<file path="src/rtl/riscv_pkg.sv">
// riscv_pkg
// Shared definitions for the multi-cycle RISC-V control path:
//   - state_t     : main control FSM states (4 bits, 14 states)
//   - OP_*        : 7-bit major opcodes understood by the controller
//   - IMM_*       : ImmSrc encodings for the immediate extender
//   - RES_*       : ResultSrc encodings for the result bus mux
//   - SRCA_*/SRCB_*: ALU operand mux encodings
//   - opIsLegal() : true for the opcodes DECODE knows how to dispatch
package riscv_pkg;

  typedef enum logic [3:0] {
    S_FETCH    = 4'd0,
    S_DECODE   = 4'd1,
    S_MEMADR   = 4'd2,
    S_MEMREAD  = 4'd3,
    S_MEMWB    = 4'd4,
    S_MEMWRITE = 4'd5,
    S_EXECR    = 4'd6,
    S_EXECI    = 4'd7,
    S_LUI      = 4'd8,
    S_ALUWB    = 4'd9,
    S_BRANCH   = 4'd10,
    S_JAL      = 4'd11,
    S_JALR     = 4'd12,
    S_JALLINK  = 4'd13
  } state_t;

  localparam logic [6:0] OP_LOAD   = 7'b0000011;
  localparam logic [6:0] OP_STORE  = 7'b0100011;
  localparam logic [6:0] OP_RTYPE  = 7'b0110011;
  localparam logic [6:0] OP_ITYPE  = 7'b0010011;
  localparam logic [6:0] OP_BRANCH = 7'b1100011;
  localparam logic [6:0] OP_JAL    = 7'b1101111;
  localparam logic [6:0] OP_JALR   = 7'b1100111;
  localparam logic [6:0] OP_LUI    = 7'b0110111;

  localparam logic [2:0] IMM_I = 3'b000;
  localparam logic [2:0] IMM_S = 3'b001;
  localparam logic [2:0] IMM_B = 3'b010;
  localparam logic [2:0] IMM_J = 3'b011;
  localparam logic [2:0] IMM_U = 3'b100;

  localparam logic [1:0] RES_ALUOUT    = 2'b00;
  localparam logic [1:0] RES_MEMDATA   = 2'b01;
  localparam logic [1:0] RES_ALURESULT = 2'b10;

  localparam logic [1:0] SRCA_PC    = 2'b00;
  localparam logic [1:0] SRCA_OLDPC = 2'b01;
  localparam logic [1:0] SRCA_RS1   = 2'b10;

  localparam logic [1:0] SRCB_RS2  = 2'b00;
  localparam logic [1:0] SRCB_IMM  = 2'b01;
  localparam logic [1:0] SRCB_FOUR = 2'b10;

  function automatic logic opIsLegal(input logic [6:0] op);
    return (op == OP_LOAD)   || (op == OP_STORE) || (op == OP_RTYPE) ||
           (op == OP_ITYPE)  || (op == OP_BRANCH) || (op == OP_JAL) ||
           (op == OP_JALR)   || (op == OP_LUI);
  endfunction

endpackage

</file>
<file path="src/rtl/imm_src_decoder.sv">
// imm_src_decoder
// Combinational opcode -> immediate format map, shared between the
// controller and the immediate extender.
// Ports:
//   opcode_i [6:0] : opcode field of the instruction register
//   immSrc_o [2:0] : immediate format (IMM_I/S/B/J/U); unknown opcodes give IMM_I
module imm_src_decoder
  import riscv_pkg::*;
(
  input  logic [6:0] opcode_i,
  output logic [2:0] immSrc_o
);

  // R-type carries no immediate; it falls through to the I-format default.
  always_comb begin
    immSrc_o = IMM_I;
    unique case (opcode_i)
      OP_STORE:  immSrc_o = IMM_S;
      OP_BRANCH: immSrc_o = IMM_B;
      OP_JAL:    immSrc_o = IMM_J;
      OP_LUI:    immSrc_o = IMM_U;
      default:   immSrc_o = IMM_I;
    endcase
  end

endmodule

</file>
<file path="src/rtl/multicycle_controller.sv">
// multicycle_controller
// Main control FSM of the multi-cycle RISC-V core. Steps the shared ALU,
// memory port, IR, PC and register file through fetch/decode/execute/
// memory/writeback and drives the datapath selects and write enables.
// Ports:
//   clk, rst            : rising-edge clock, async active-high reset
//   op [6:0]            : opcode from the IR
//   cond                : ALU compare result (branch taken)
//   mem_ready           : memory access completes this cycle
//   PCWrite, AdrSrc, MemWrite, IRWrite, RegWrite : datapath strobes/selects
//   ResultSrc, ALUSrcA, ALUSrcB [1:0]            : datapath mux selects
//   ImmSrc [2:0]        : immediate format for the extender
//   ALUAdd              : force the ALU to add (address/PC arithmetic)
//   bus_err             : one-cycle pulse when a memory wait times out
//   illegal_op          : one-cycle pulse on an unknown opcode in DECODE
module multicycle_controller
  import riscv_pkg::*;
#(
  parameter int MEM_TIMEOUT = 16
) (
  input  logic       clk,
  input  logic       rst,
  input  logic [6:0] op,
  input  logic       cond,
  input  logic       mem_ready,
  output logic       PCWrite,
  output logic       AdrSrc,
  output logic       MemWrite,
  output logic       IRWrite,
  output logic       RegWrite,
  output logic [1:0] ResultSrc,
  output logic [1:0] ALUSrcA,
  output logic [1:0] ALUSrcB,
  output logic [2:0] ImmSrc,
  output logic       ALUAdd,
  output logic       bus_err,
  output logic       illegal_op
);

  // At least one bit so a disabled timeout still elaborates cleanly.
  localparam int CNT_W = (MEM_TIMEOUT > 0) ? $clog2(MEM_TIMEOUT + 1) : 1;

  state_t             state_q, state_d;
  logic [CNT_W-1:0]   waitCnt_q, waitCnt_d;
  logic               waitState;
  logic               timeoutHit;
  logic               pcWriteRaw, irWriteRaw, memWriteRaw, regWriteRaw;
  logic               illegalRaw;

  imm_src_decoder uImmSrc (
    .opcode_i (op),
    .immSrc_o (ImmSrc)
  );

  // States that can stall on the memory port.
  assign waitState = (state_q == S_FETCH) || (state_q == S_MEMREAD) ||
                     (state_q == S_MEMWRITE);

  // mem_ready in the timeout cycle wins, hence the !mem_ready term.
  assign timeoutHit = (MEM_TIMEOUT > 0) && waitState && !mem_ready &&
                      (32'(waitCnt_q) == 32'(MEM_TIMEOUT - 1));

  // Next state. A timeout always returns to FETCH so the same PC is re-fetched
  // (PC was not written during the failed fetch).
  always_comb begin
    state_d = state_q;
    unique case (state_q)
      S_FETCH: begin
        if (mem_ready)       state_d = S_DECODE;
        else if (timeoutHit) state_d = S_FETCH;
      end
      S_DECODE: begin
        unique case (op)
          OP_LOAD, OP_STORE: state_d = S_MEMADR;
          OP_RTYPE:          state_d = S_EXECR;
          OP_ITYPE:          state_d = S_EXECI;
          OP_BRANCH:         state_d = S_BRANCH;
          OP_JAL:            state_d = S_JAL;
          OP_JALR:           state_d = S_JALR;
          OP_LUI:            state_d = S_LUI;
          default:           state_d = S_FETCH;
        endcase
      end
      S_MEMADR:   state_d = (op == OP_STORE) ? S_MEMWRITE : S_MEMREAD;
      S_MEMREAD: begin
        if (mem_ready)       state_d = S_MEMWB;
        else if (timeoutHit) state_d = S_FETCH;
      end
      S_MEMWB:    state_d = S_FETCH;
      S_MEMWRITE: begin
        if (mem_ready || timeoutHit) state_d = S_FETCH;
      end
      S_EXECR, S_EXECI, S_LUI: state_d = S_ALUWB;
      S_ALUWB:    state_d = S_FETCH;
      S_BRANCH:   state_d = S_FETCH;
      S_JAL:      state_d = S_ALUWB;
      S_JALR:     state_d = S_JALLINK;
      S_JALLINK:  state_d = S_ALUWB;
      default:    state_d = S_FETCH;
    endcase
  end

  // Stall counter: increments only while stuck in a wait state, saturating at
  // all-ones. Any state change (including the timeout back to FETCH) clears it.
  always_comb begin
    waitCnt_d = '0;
    if (waitState && !mem_ready && !timeoutHit) begin
      waitCnt_d = (waitCnt_q == '1) ? waitCnt_q : waitCnt_q + 1'b1;
    end
  end

  // State and stall counter registers.
  always_ff @(posedge clk or posedge rst) begin
    if (rst) begin
      state_q   <= S_FETCH;
      waitCnt_q <= '0;
    end else begin
      state_q   <= state_d;
      waitCnt_q <= waitCnt_d;
    end
  end

  // Moore decode of the datapath controls. Kept combinational because the
  // fetch strobes must follow mem_ready in the same cycle.
  always_comb begin
    pcWriteRaw  = 1'b0;
    irWriteRaw  = 1'b0;
    memWriteRaw = 1'b0;
    regWriteRaw = 1'b0;
    illegalRaw  = 1'b0;
    AdrSrc      = 1'b0;
    ResultSrc   = RES_ALUOUT;
    ALUSrcA     = SRCA_PC;
    ALUSrcB     = SRCB_RS2;
    ALUAdd      = 1'b0;
    unique case (state_q)
      S_FETCH: begin
        ALUSrcA    = SRCA_PC;
        ALUSrcB    = SRCB_FOUR;
        ALUAdd     = 1'b1;
        ResultSrc  = RES_ALURESULT;
        pcWriteRaw = mem_ready;
        irWriteRaw = mem_ready;
      end
      S_DECODE: begin
        ALUSrcA    = SRCA_OLDPC;
        ALUSrcB    = SRCB_IMM;
        ALUAdd     = 1'b1;
        illegalRaw = !opIsLegal(op);
      end
      S_MEMADR: begin
        ALUSrcA = SRCA_RS1;
        ALUSrcB = SRCB_IMM;
        ALUAdd  = 1'b1;
      end
      S_MEMREAD: AdrSrc = 1'b1;
      S_MEMWB: begin
        ResultSrc   = RES_MEMDATA;
        regWriteRaw = 1'b1;
      end
      S_MEMWRITE: begin
        AdrSrc      = 1'b1;
        memWriteRaw = 1'b1;
      end
      S_EXECR: begin
        ALUSrcA = SRCA_RS1;
        ALUSrcB = SRCB_RS2;
      end
      S_EXECI: begin
        ALUSrcA = SRCA_RS1;
        ALUSrcB = SRCB_IMM;
      end
      S_LUI: ALUSrcB = SRCB_IMM;
      S_ALUWB: begin
        ResultSrc   = RES_ALUOUT;
        regWriteRaw = 1'b1;
      end
      S_BRANCH: begin
        ALUSrcA    = SRCA_RS1;
        ALUSrcB    = SRCB_RS2;
        ResultSrc  = RES_ALUOUT;
        pcWriteRaw = cond;
      end
      S_JAL: begin
        ALUSrcA    = SRCA_OLDPC;
        ALUSrcB    = SRCB_FOUR;
        ALUAdd     = 1'b1;
        ResultSrc  = RES_ALUOUT;
        pcWriteRaw = 1'b1;
      end
      S_JALR: begin
        ALUSrcA    = SRCA_RS1;
        ALUSrcB    = SRCB_IMM;
        ALUAdd     = 1'b1;
        ResultSrc  = RES_ALURESULT;
        pcWriteRaw = 1'b1;
      end
      S_JALLINK: begin
        ALUSrcA = SRCA_OLDPC;
        ALUSrcB = SRCB_FOUR;
        ALUAdd  = 1'b1;
      end
      default: ;
    endcase
  end

  // Reset masks every write so an aborted instruction leaves no partial update.
  // A timeout only ever occurs in wait states where PC/IR/Reg writes are
  // already low, while MemWrite stays asserted through it.
  assign PCWrite    = pcWriteRaw  && !rst;
  assign IRWrite    = irWriteRaw  && !rst;
  assign MemWrite   = memWriteRaw && !rst;
  assign RegWrite   = regWriteRaw && !rst;
  assign bus_err    = timeoutHit  && !rst;
  assign illegal_op = illegalRaw  && !rst;

endmodule

</file>
<file path="config.mk">
export PLATFORM = sky130hd
export DESIGN_NAME = multicycle_controller
export DESIGN_NICKNAME = d
export VERILOG_FILES = /design/src/rtl/riscv_pkg.sv /design/src/rtl/imm_src_decoder.sv /design/src/rtl/multicycle_controller.sv
export SDC_FILE = /design/constraint.sdc
export NUM_CORES = 1
export LEC_CHECK = 0
export BUFFER_PORTS_ARGS = -buffer_cell sky130_fd_sc_hd__clkbuf_2
export CAP_MARGIN = 20
export CORE_AREA = 2 2 49 51
export DETAILED_ROUTE_END_ITERATION = 10
export DIE_AREA = 0 0 51 53
export PLACE_DENSITY = 0.81
export SKIP_LAST_GASP = 1
export SLEW_MARGIN = 40
export SYNTH_ARGS = -nofsm -noshare
export SYNTH_HDL_FRONTEND = slang
export SYNTH_SLANG_ARGS = --single-unit
</file>
<file path="constraint.sdc">
create_clock -name clk -period 1.4 [get_ports clk]
set_input_delay 0.14 -clock clk [delete_from_list [all_inputs] [get_ports clk]]
set_output_delay 0.14 -clock clk [all_outputs]
set_load 0.02 [all_outputs]
</file>
==> impl_results.md <==
- Area Overhead vs Synth: 90.5%
- Post-layout nets: 201
- Via/cell ratio: 6.57
- Crit-path cells: buf_6 > or3_4 > nor4_4 > buf_4
- Unrepaired setup endpoints after global routing: yes
- Crit path buf inv count: 2
- Initial antenna violation count: 0
- Net Switching: ~0.0012 W
- Avg Cell Area, Syn: ~7.4 µm²
- Final period utilization: 1.32
- YS warnings: 0
- Worst VDD drop: ~0.0011 V
- DP Wirelength: approximately 2200 µm
- Hold Violations, Final: 0
- First-pass GRT wire length: approximately 6000 µm
- Vert. Die Dim: between 50 and 60 µm
- Crit end category: output port
- Clock buffer depth: 2
- Drt first pass iters: 5
- TritonCTS Buffers: 3
- Reg2reg end: state_q[2]
- Clock transition at path regs: around 0.070 ns
- Routed wire length per instance: 22.2 µm
- HP Class: in2async
- Largest stage delay on the critical path: ~0.44 ns
- Int Power: ~0.0013 W
- Hold Buf Count CTS: 0
- Fmax: 542 MHz
- GR Overflow Total: 0
- Reg2Reg Depth: 6
- Worst Tran Pin Value: around 0.49 ns
- Number of diodes: 0
- Distinct cells, synth: 38
- Placed Cells: approximately 200
- Max-slew headroom: 0.670
- Crit Path Category: reg2out
- Max-slew violations: 0
- Worst Skew: approximately 0.0038 ns
- DIE AREA: ~0.0027 mm²
- Slowest stage cell, crit path: dfrtp_2
- Post-synth EDFFs: 0
- CTS tree: yes
- Switch share: 0.468
- Outcome: finished, violations left
- P_leak: between 0.7 and 0.8 nW
- Layout cell share with drive strength beyond 1: 0.613
- Final Wtd Congestion: ~0.82
- ANT nets after route: 0
- Logic pwr share: 0.765
- Synth Flop Type: dfrtp_1
- MaxCap Viol Count: 0
- Clock power frac: 0.088
- Failing checks: negative setup slack
- Flop2flop setup slack: -0.24 ns
- Crit path max-delay family: simple AND/OR/NAND/NOR gates
- Mapped Area: approximately 950 µm²
- Final WS setup: -0.445 ns
- CTS sink cnt: 9
- # IOs: 28
- Synth async-reset ratio: 1.00
- Gr usage total: 0.304
- Port Buffer Count: 27
- H-tree depth: 1
- Critical Path Start Type: flop
- Initial core utilization: 0.442
- Critical path arrival: roughly 1.7 ns
- Vias in the first global route: 1311
- # rows: 17
- DRT Wirelength: between 4000 and 5000 µm
- Worst flop-to-flop path startpoint: waitCnt_q[1]
- Final min period: ~1.8 ns
- Crit-path max FO: 3
- Fin util: 0.842
- Area of the core: between 0.002 and 0.0025 mm²
- Worst slack, placed: -0.112 ns
- Synth Instances: 128
- Die W: ~51 µm
- Register bit total from synthesis: 9
- Clock Latency Late Sink: ~0.27 ns
- CTS Root Cell: clkbuf_4
- Register area share after synthesis: 0.237
- Syn Nets: 142
- 1st-iter DRT viols: 56
- Remaining DRCs: 0
- PD cells: 1390 mW/mm²
- Setup Viol. Count Final: 23
- Worst EP required: around 1.3 ns
- Final cell count without fillers: about 210
- Largest net degree at the start of global routing: 23
- Via Count: around 1400
- Sequential power share: 0.147
-- registers in the layout, indices dropped and copies added, names as in the netlist --
register,cells
waitCnt_q,5
state_q,4
-- stage by stage --
| stage | power [W] | setup TNS (ns) | hold WS [ns] | area, µm² |
|---|---|---|---|---|
| floorplan | 0.00114 | -0.213 | -0.0268 | 1030 |
| global placement | 0.00152 | -0.499 | 0.298 | 1340 |
| detailed placement | 0.00156 | -0.789 | 0.303 | 1340 |
| CTS | 0.00214 | -4.23 | 0.0161 | 1670 |
| global route | 0.00261 | -6.69 | 0.0573 | 1810 |
| finish | 0.00251 | -5.79 | 0.0420 | 1810 |
-- final cells by class --
| type | instances | area, µm² |
|---|---|---|
| Multi-Input combinational cell | 108 | 958 |
| Fill cell | 96 | 339 |
| Clock buffer | 4 | 26.3 |
| Sequential cell | 9 | 229 |
| Tap cell | 28 | 35.0 |
| Inverter | 2 | 7.51 |
| Timing Repair Buffer | 63 | 553 |
-- layout by cell type (no fill, tap or decap), types with 2 or more instances in the layout --
cell / count
buf_4: 29
nor2_1: 14
clkbuf_2: 13
buf_6: 11
clkbuf_8: 7
a21oi_1: 6
dfrtp_1: 6
a21oi_2: 5
nand2b_4: 4
nand2_1: 3
nor3_1: 3
o211ai_1: 3
nand2b_1: 3
mux2i_1: 3
nand3b_1: 3
nand3_1: 3
nor2_2: 3
nor2_4: 3
clkbuf_4: 3
dfrtp_2: 3
xor2_1: 2
nand4b_1: 2
o31ai_1: 2
xor2_2: 2
nor2b_4: 2
a22oi_2: 2
or3_4: 2
o21ai_1: 2
nor3_2: 2
nor3_4: 2
inv_1: 2
nor2b_1: 2
nor3b_1: 2
ha_4: 2
buf_8: 2
-- tightest hold or removal path, stage by stage --
cell      delay, ns
clkbuf_2       0.10
buf_4          0.16
inv_1          0.09
buf_4          0.18
-- what timing repair did --
item	in CTS	in global routing
resized for setup	61	32
pin swaps	16	11
setup endpoints to repair	22	24
setup buffers	9	3
-- cell usage after synthesis (2+ instances only) --
| cell type | number | area (µm²) |
|---|---|---|
| nor2_1 | 20 | 75.1 |
| a21oi_1 | 11 | 55.1 |
| dfrtp_1 | 9 | 225 |
| nand2b_1 | 7 | 43.8 |
| nor3_1 | 7 | 35.0 |
| buf_2 | 6 | 30.0 |
| nor2b_1 | 5 | 31.3 |
| o21ai_0 | 5 | 25.0 |
| nand2_1 | 4 | 15.0 |
| nand3_1 | 4 | 20.0 |
| xor2_1 | 4 | 35.0 |
| a22oi_1 | 3 | 22.5 |
| ha_1 | 3 | 37.5 |
| mux2i_1 | 3 | 30.0 |
| nand3b_1 | 3 | 22.5 |
| nor3b_1 | 3 | 22.5 |
| o211ai_1 | 3 | 22.5 |
| o31ai_1 | 3 | 22.5 |
| or3_1 | 3 | 18.8 |
| clkbuf_1 | 2 | 7.51 |
| inv_1 | 2 | 7.51 |
| nand4b_1 | 2 | 17.5 |
-- cells by family after synthesis --
group | count (synthesis) | synth area share
AND/OR/NAND/NOR | 66 | 0.383
AO/OA/AOI/OAI | 31 | 0.209
buffers and inverters | 11 | 0.0527
flip-flops | 9 | 0.237
XOR/XNOR | 5 | 0.0461
multiplexers | 3 | 0.0316
adder cells (fa/ha/maj) | 3 | 0.0395
-- metal layers --
layer / GRT usage / part of all wire
met2: 0.571 / 0.47
met1: 0.314 / 0.37
met4: 0.185 / 0.076
met3: 0.0508 / 0.083
met5: 0 / 0
-- worst max path at each step --
stage                    start    endpoint  slack [ns]  cells past startpoint
finish              state_q[1]  illegal_op       -0.44                      4
detailed placement  state_q[2]  state_q[2]       -0.11                      3
global placement    state_q[3]     PCWrite       -0.09                      5
floorplan           state_q[1]     PCWrite       -0.07                      5
CTS                 state_q[3]     PCWrite       -0.36                      5
global route        state_q[3]     PCWrite       -0.48                      5
-- power groups by stage --
stage          sequential [W]  clock [W]  combinational, W
5_1_grt              0.000373   0.000232           0.00200
4_1_cts              0.000350   0.000214           0.00158
6_report             0.000370   0.000221           0.00192
3_5_place_dp         0.000355          0           0.00121
2_1_floorplan        0.000359          0          0.000782
3_3_place_gp         0.000351          0           0.00117
No activity file was read; power rests on OpenSTA's default activity.
